--- src/rtl/dnn_pkg.sv ---
// Shared types and constants for the detection NN arbiter.
// The state enum, lane-count default and retire counter width live here.
package dnn_pkg;

    typedef enum logic [1:0] {
        IDLE  = 2'b00,
        ISSUE = 2'b01,
        WAIT  = 2'b10
    } det_arb_state;

    localparam int DET_ARB_NUM_REQ = 4;
    localparam int RETIRE_CNT_W    = 16;

endpackage

--- src/rtl/det_nn_rr_pick.sv ---
// Rotate-priority search: the first pending lane at or after last_owner+1 wins.
module det_nn_rr_pick
    import dnn_pkg::*;
#(
    parameter int NUM_REQ = DET_ARB_NUM_REQ,
    parameter int SEL_W   = $clog2(NUM_REQ)
) (
    input  logic [NUM_REQ-1:0] pending,
    input  logic [SEL_W-1:0]   last_owner,
    output logic               valid,
    output logic [SEL_W-1:0]   winner
);

    int         idx;
    logic [SEL_W-1:0] idx_w;

    always_comb begin
        valid  = 1'b0;
        winner = '0;
        idx    = 0;
        idx_w  = '0;
        for (int i = 1; i <= NUM_REQ; i++) begin
            idx   = (int'(last_owner) + i) % NUM_REQ;
            idx_w = SEL_W'(idx);
            if (!valid && pending[idx_w]) begin
                valid  = 1'b1;
                winner = idx_w;
            end
        end
    end

endmodule

--- src/rtl/det_nn_arbiter.sv ---
// Round-robin time-sharing of one detection NN core between NUM_REQ lanes,
// with a watchdog that force-retires a request when the core stalls.
//
// state | meaning
// IDLE  | no request in flight; grant the next pending lane if any
// ISSUE | nn_start asserted for this single cycle
// WAIT  | waiting for nn_done or watchdog expiry
module det_nn_arbiter
    import dnn_pkg::*;
#(
    parameter int NUM_REQ        = DET_ARB_NUM_REQ,
    parameter int TIMEOUT_CYCLES = 1024
) (
    input  logic                       clk,
    input  logic                       rst_n,
    input  logic [NUM_REQ-1:0]         req_start,
    output logic [NUM_REQ-1:0]         req_done,
    output logic                       req_result,
    output logic                       nn_start,
    output logic [$clog2(NUM_REQ)-1:0] nn_sel,
    input  logic                       nn_done,
    input  logic                       nn_result,
    output logic                       busy,
    output logic                       timeout_err,
    output logic                       spurious_err,
    input  logic                       err_clr,
    output logic [RETIRE_CNT_W-1:0]    retire_cnt
);

    localparam int SEL_W = $clog2(NUM_REQ);
    localparam int WD_W  = $clog2(TIMEOUT_CYCLES) + 1;
    localparam logic [WD_W-1:0] WD_LAST = WD_W'(TIMEOUT_CYCLES - 1);

    det_arb_state              state_q, state_d;
    logic [NUM_REQ-1:0]        pending_q, pending_d;
    logic [SEL_W-1:0]          last_owner_q, last_owner_d;
    logic [SEL_W-1:0]          owner_q, owner_d;
    logic [WD_W-1:0]           wd_cnt_q, wd_cnt_d;
    logic [RETIRE_CNT_W-1:0]   retire_cnt_q, retire_cnt_d;
    logic                      timeout_err_q, timeout_err_d;
    logic                      spurious_err_q, spurious_err_d;
    logic                      nn_start_q, nn_start_d;
    logic                      busy_q, busy_d;

    logic                      pick_valid;
    logic [SEL_W-1:0]          pick_winner;
    logic                      grant;
    logic                      wd_expire;
    logic                      retire;
    logic                      timeout_new;
    logic                      spurious_new;
    logic [NUM_REQ-1:0]        pending_clr;

    det_nn_rr_pick #(
        .NUM_REQ (NUM_REQ),
        .SEL_W   (SEL_W)
    ) u_rr_pick (
        .pending    (pending_q),
        .last_owner (last_owner_q),
        .valid      (pick_valid),
        .winner     (pick_winner)
    );

    always_comb begin
        state_d        = state_q;
        last_owner_d   = last_owner_q;
        owner_d        = owner_q;
        wd_cnt_d       = wd_cnt_q;
        retire_cnt_d   = retire_cnt_q;
        nn_start_d     = 1'b0;

        grant        = (state_q == IDLE) && pick_valid;
        wd_expire    = (state_q == WAIT) && (wd_cnt_q == WD_LAST);
        retire       = (state_q == WAIT) && (nn_done || wd_expire);
        timeout_new  = wd_expire && !nn_done;
        spurious_new = nn_done && (state_q != WAIT);

        // A request arriving on the lane being granted stays pending.
        pending_clr = grant ? (NUM_REQ'(1) << pick_winner) : '0;
        pending_d   = (pending_q & ~pending_clr) | req_start;

        case (state_q)
            IDLE: begin
                if (pick_valid) begin
                    owner_d    = pick_winner;
                    nn_start_d = 1'b1;
                    state_d    = ISSUE;
                end
            end
            ISSUE: begin
                wd_cnt_d = '0;
                state_d  = WAIT;
            end
            WAIT: begin
                if (retire) begin
                    last_owner_d = owner_q;
                    retire_cnt_d = retire_cnt_q + RETIRE_CNT_W'(1);
                    state_d      = IDLE;
                end else if (wd_cnt_q != WD_LAST) begin
                    wd_cnt_d = wd_cnt_q + WD_W'(1);
                end
            end
            default: state_d = IDLE;
        endcase

        busy_d         = (state_d == ISSUE) || (state_d == WAIT);
        timeout_err_d  = (timeout_err_q & ~err_clr) | timeout_new;
        spurious_err_d = (spurious_err_q & ~err_clr) | spurious_new;

        req_done   = retire ? (NUM_REQ'(1) << owner_q) : '0;
        req_result = retire && nn_done && nn_result;
    end

    always_ff @(posedge clk or negedge rst_n) begin
        if (!rst_n) begin
            state_q        <= IDLE;
            pending_q      <= '0;
            last_owner_q   <= SEL_W'(NUM_REQ - 1);
            owner_q        <= '0;
            wd_cnt_q       <= '0;
            retire_cnt_q   <= '0;
            timeout_err_q  <= 1'b0;
            spurious_err_q <= 1'b0;
            nn_start_q     <= 1'b0;
            busy_q         <= 1'b0;
        end else begin
            state_q        <= state_d;
            pending_q      <= pending_d;
            last_owner_q   <= last_owner_d;
            owner_q        <= owner_d;
            wd_cnt_q       <= wd_cnt_d;
            retire_cnt_q   <= retire_cnt_d;
            timeout_err_q  <= timeout_err_d;
            spurious_err_q <= spurious_err_d;
            nn_start_q     <= nn_start_d;
            busy_q         <= busy_d;
        end
    end

    assign nn_start     = nn_start_q;
    assign nn_sel       = owner_q;
    assign busy         = busy_q;
    assign timeout_err  = timeout_err_q;
    assign spurious_err = spurious_err_q;
    assign retire_cnt   = retire_cnt_q;

endmodule

--- config.mk ---
export PLATFORM = sky130hd
export DESIGN_NAME = det_nn_arbiter
export DESIGN_NICKNAME = d
export VERILOG_FILES = /design/src/rtl/dnn_pkg.sv /design/src/rtl/det_nn_rr_pick.sv /design/src/rtl/det_nn_arbiter.sv
export SDC_FILE = /design/constraint.sdc
export NUM_CORES = 1
export LEC_CHECK = 0
export BUFFER_PORTS_ARGS = -buffer_cell sky130_fd_sc_hd__buf_2
export CORE_UTILIZATION = 50
export CTS_BUF_LIST = sky130_fd_sc_hd__clkbuf_16
export CTS_CLUSTER_SIZE = 40
export DETAILED_ROUTE_END_ITERATION = 10
export PLACE_DENSITY = 0.78
export REMOVE_ABC_BUFFERS = 1
export SLEW_MARGIN = 20
export SYNTH_ARGS = -nofsm -noshare
export SYNTH_HDL_FRONTEND = slang
export SYNTH_SLANG_ARGS = --single-unit
--- constraint.sdc ---
create_clock -name clk -period 2.54 [get_ports clk]
set_input_delay 0.127 -clock clk [delete_from_list [all_inputs] [get_ports clk]]
set_output_delay 0.127 -clock clk [all_outputs]
set_load 0.1 [all_outputs]
Word-level counts from Yosys, hierarchy flattened
Index checks and enable logic that the tools add are counted.
{ "totals": {"ff_bits": 41, "output_inout_bits": 27, "elab_cells": 86} }
{ "op_classes": {"n_addsub": 6, "order_cmp": 4, "n_eq_ne": 9, "shift": 2, "mux": 26, "bitwise": 8, "reduce_logical": 21} }
{ "op_table": {"columns": ["op", "n"], "rows": [
  ["11-bit two-way mux", 2],
  ["11-bit case mux with 2 select lines", 1],
  ["16-bit by 1-bit adder with 16-bit output (second input constant)", 1],
  ["2-bit by 3-bit less-than comparator with 1-bit output (second input constant)", 4],
  ["2-bit two-way mux", 6],
  ["11-bit by 1-bit adder with 11-bit output (second input constant)", 1],
  ["11-bit by 10-bit equality test with 1-bit output (second input constant)", 1],
  ["11-bit by 10-bit inequality test with 1-bit output (second input constant)", 1],
  ["1-bit logical AND", 10],
  ["1-bit two-way mux", 10],
  ["1-bit binary-select mux with 2-bit select", 4],
  ["4-bit two-way mux", 2],
  ["1-bit by 2-bit left shift with 4-bit output (first input constant)", 2],
  ["2-bit case mux with 3 select lines", 1],
  ["2-bit by 1-bit adder with 2-bit output (second input constant)", 2],
  ["2-bit adder (second input constant)", 2],
  ["4-bit AND", 1],
  ["2-bit by 1-bit equality test with 1-bit output (second input constant)", 2],
  ["2-bit equality test (second input constant)", 2],
  ["1-bit zero test", 4],
  ["2-bit inequality test (second input constant)", 2],
  ["4-bit NOT", 1],
  ["4-bit OR", 1],
  ["2-bit AND reduction", 2],
  ["8 further kinds", 11]
]} }

Longest topological paths before layout
{ "depth": {"depth_word": 18, "ltp_mapped": 9, "ltp_nobuf": 7} }

By module
A second synthesis with hierarchy kept.
{ "unflattened": {"cells_unflattened": 196, "area_unflattened_um2": 2052.0} }
{ "modules_own_cells": {"columns": ["mod", "n_inst", "cells_per_inst", "area_per_inst_um2", "seq_area_each_um2"], "rows": [
  ["det_nn_arbiter", 1, 182, 1960.6, 1028.5],
  ["det_nn_rr_pick", 1, 14, 91.3, 0.0]
]} }

Worst setup path before layout
No wires, ideal clock.
{ "synth_path": {"path_type": "reg2out", "startpoint": "register state_q[0]", "endpoint": "output req_done[0]", "arrival_time_ns": 3.393, "path_slack_ns": -0.980, "path_stages_with_launch": 9, "path_buffers": 2, "path_cell_list": "dfrtp_1 -> inv_1 -> ha_1 -> buf_2 -> nor2b_1 -> and4_1 -> buf_6 -> nor2_4 -> nor3_1"} }
{ "synth_via": {"elab_chain_cells": 5} }
{ "synth_lines": {"columns": ["item", "line", "rtl"], "rows": [
  ["start, declared", "det_nn_arbiter.sv:34", "det_arb_state state_q, state_d;"],
  ["start signal, assigned", "det_nn_arbiter.sv:127", "state_q <= state_d;"],
  ["2-bit equality test *", "det_nn_arbiter.sv:73, det_nn_arbiter.sv:74", null],
  ["1-bit logical AND", "det_nn_arbiter.sv:73", "wd_expire = (state_q == WAIT) && (wd_cnt_q == WD_LAST);"],
  ["1-bit logical OR", "det_nn_arbiter.sv:74", "retire = (state_q == WAIT) && (nn_done || wd_expire);"],
  ["1-bit logical AND *", "det_nn_arbiter.sv:74", null],
  ["4-bit two-way mux *", "det_nn_arbiter.sv:110", "req_done = retire ? (NUM_REQ'(1) << owner_q) : '0;"],
  ["end, declared", "det_nn_arbiter.sv:17", "output logic [NUM_REQ-1:0] req_done,"]
]} }
Every way passes the cells marked *; elsewhere a longest branch is shown, timed or not.

Worst setup path after layout
{ "layout_path": {"startpoint": "register state_q[0]", "endpoint": "output req_done[2]"} }
Same word-level chain as after synthesis.

==> impl_metrics.ini <==
[pwr]
p_total_mw = 3.05
comb_power_share = 0.444
vdd_drop_max_mv = 1.19
p_int_mw = 1.61
power_switching_mw = 1.44
powerDensity_mw_per_mm2 = 1170
power.share.clock = 0.233
p_leak_nw = 1.24
swShare = 0.471
seqPwrFrac = 0.323

[cells_and_area]
drive_above_1_share = 0.232
fin_nets = 272
finalNonFillerCells = 309
n_fill_cell = 346
antenna_cells = 0
syn_to_final_growth_pct = 22.2

[timing]
hold_viol = 39
fin_crit_ps = 2390
worst_pin_slew_ps = 930
fmax_mhz = 419
maxSlewViolCount = 0
skew_ps = 4.02
relSlewSlack = 0.372
holdWs_ps = -16.4
fin_crit_sh = 0.940
setup_viol = 0

[grt]
grt_max_degree = 42
grt_pass1_vias = 1613
grt_usage = 0.229
antenna_found_initial = 0
grt_pass1_wl_mm = 7.55
grt-ovfl-total = 0

[critical_path]
critPathKind = reg -> out
cp.required_ps = 2410
cp-start-kind = flip-flop
reg2regPathDepth = 7
endpoint_kind = primary output
crit_fanout = 9
cp.arrival_ps = 2260

[clock_network]
ctsRootBufferMaster = clkbuf_16
cts_max_level = 2
numCtsBuffers = 5
holdBufCountCts = 0
clock_path_buffers = 2
clk_pin_slew_ps = 60
clock_latency_ps = 280
cts_sinks = 41
cts_tree = done

[logic_synthesis]
yosys_warnings = 0
synth-seq-cells = 41
synthTopCellsByArea = dfrtp_1 46%, nand2_1 5.5%, xnor2_1 3.7%
synth.most_common_cell = dfrtp_1
synth_edf_count = 0
synth_area_leader_cell = dfrtp_1
synth_commonest_cells = 39 x dfrtp_1, 31 x nand2_1, 13 x nand3_1
syn_inst = 217
synth_cell_types = 48
yosys.area.top_type_share = 0.457
synth.avg_cell_area_um2 = 9.84
synth_area_mm2 = 0.00213
async_flop_share = 1.00
ys.flop_type = dfrtp_1
ys_seq_area_frac = 0.482

[floorplan]
start_util = 0.526
io_pins = 36
die_h_um = 67.3
core_mm2 = 0.00406
die_w_um = 67.3
die-area_mm2 = 0.00453
rows = 23

[detailed_routing]
vias = 1759
dr.first_iter.drc_count = 109
drtPass1Iterations = 4
post-route-drc-count = 0
wl_per_cell_um = 15.4
postRouteAntennaNets = 0
detail_route.vias_per_cell = 5.69
wl_mm = 4.76

[placed_design]
place_hpwl_mm = 3.32
gp_congestion = 0.789
dp_cells = 300
portBuffers = 35

[status]
status = complete, but fails checks
violations = negative hold slack

[min_path]
hp-class = in -> async

[flow_run]
drv_cap = 0
layer usage:
layer	routed length, um	vias to the layer above	share of wire	track usage
met3	167	6	0.035	0.0574
li1	-	864	-	-
met2	2340	35	0.49	0.364
met5	0	-	0	0
met1	2190	854	0.46	0.299
met4	59	0	0.012	0.0878
timing repair:
action                                  CTS  global route
buffers inserted                          0             1
endpoints found under the setup margin    0             3
resized for setup                         0             3
worst max-delay path, stage by stage, from the launching register on:
cell and delay [ps]:
dfrtp_1 440, inv_1 130, ha_1 180, nor2b_1 200, nand4_1 240, nand2_2 240
nand2_1 110, nor2_1 230, buf_12 210
layout by cell type (no fill, tap or decap), types with 5 or more instances in the layout:
cell type   n
a21o_1      5
or4_1       5
ha_1        5
buf_2      31
xnor2_1     9
nand2_1    30
inv_1      11
nor2_1     12
a21oi_1     6
nand3_1    13
nand4_1     5
dfrtp_1    39
nor3_1      5
clkbuf_16   5
and3_1      6
o21ai_0     9
xor2_1      6
registers in the layout, indices dropped and copies added, names as in the netlist, 2 cells and up:
register and flops:
wd_cnt_q 11, state_q 2, retire_cnt 16, last_owner_q 2
pending_q 4, nn_sel 2
per-stage QoR:
stage | cell area (um2) | utilization | setup slack (ps) | setup TNS (ps) | hold WS [ps]
2_1_floorplan | 2110 | - | -1210 | -2210 | -169
3_3_place_gp | 2430 | 0.598 | 423 | 0 | 303
3_5_place_dp | 2430 | 0.598 | 344 | 0 | 316
4_1_cts | 2590 | 0.639 | 42.6 | 0 | 22.9
5_1_grt | 2610 | 0.643 | -11.1 | -11.1 | 27.7
6_report | 2610 | 0.643 | 151 | 0 | -16.4
cell families (layout without fill, tap and decap cells):
family / count (synthesis) / count (layout) / synth area share
flip-flops: 41 / 41 / 0.482
AND/OR/NAND/NOR: 96 / 96 / 0.235
multiplexers: 1 / 1 / 0.00469
XOR/XNOR: 16 / 16 / 0.0692
buffers and inverters: 15 / 57 / 0.0305
adder cells (fa/ha/maj): 5 / 5 / 0.0293
AO/OA/AOI/OAI: 43 / 43 / 0.149
power groups by stage:
stage,registers [mW],logic (mW),clock network [mW]
floorplan,1.41,0.585,0
global route,1.01,1.46,0.740
global placement,0.976,1.32,0
detailed placement,0.985,1.35,0
finish,0.985,1.35,0.711
CTS,0.977,1.35,0.718
path summary, 6_finish.rpt:
check | startpoint | endpoint | slack (ps)
min in group clk | req_start[1] | pending_q[1]$_DFF_PN0_ | 20
setup / recovery | state_q[0]$_DFF_PN0_ | req_done[2] | 150
max in group asynchronous | rst_n | wd_cnt_q[2]$_DFFE_PN0P_ | 1980
hold / removal | rst_n | wd_cnt_q[8]$_DFFE_PN0P_ | -20
hold reg to reg | retire_cnt[6]$_DFFE_PN0N_ | retire_cnt[6]$_DFFE_PN0N_ | 510
setup reg to reg | state_q[0]$_DFF_PN0_ | retire_cnt[14]$_DFFE_PN0N_ | 350
cell type report:
| type | instances | area, um2 | share of cell area |
|---|---|---|---|
| clock buffers | 5 | 125 | 0.0480 |
| multi-input cells | 161 | 1050 | 0.403 |
| clock inverters | 3 | 38.8 | 0.0149 |
| inverters | 10 | 37.5 | 0.0144 |
| repair buffers | 39 | 265 | 0.102 |
| well taps | 50 | 62.6 | 0.0240 |
| flip-flops and latches | 41 | 1030 | 0.394 |
Note: power is estimated with default switching activity, not from simulation.
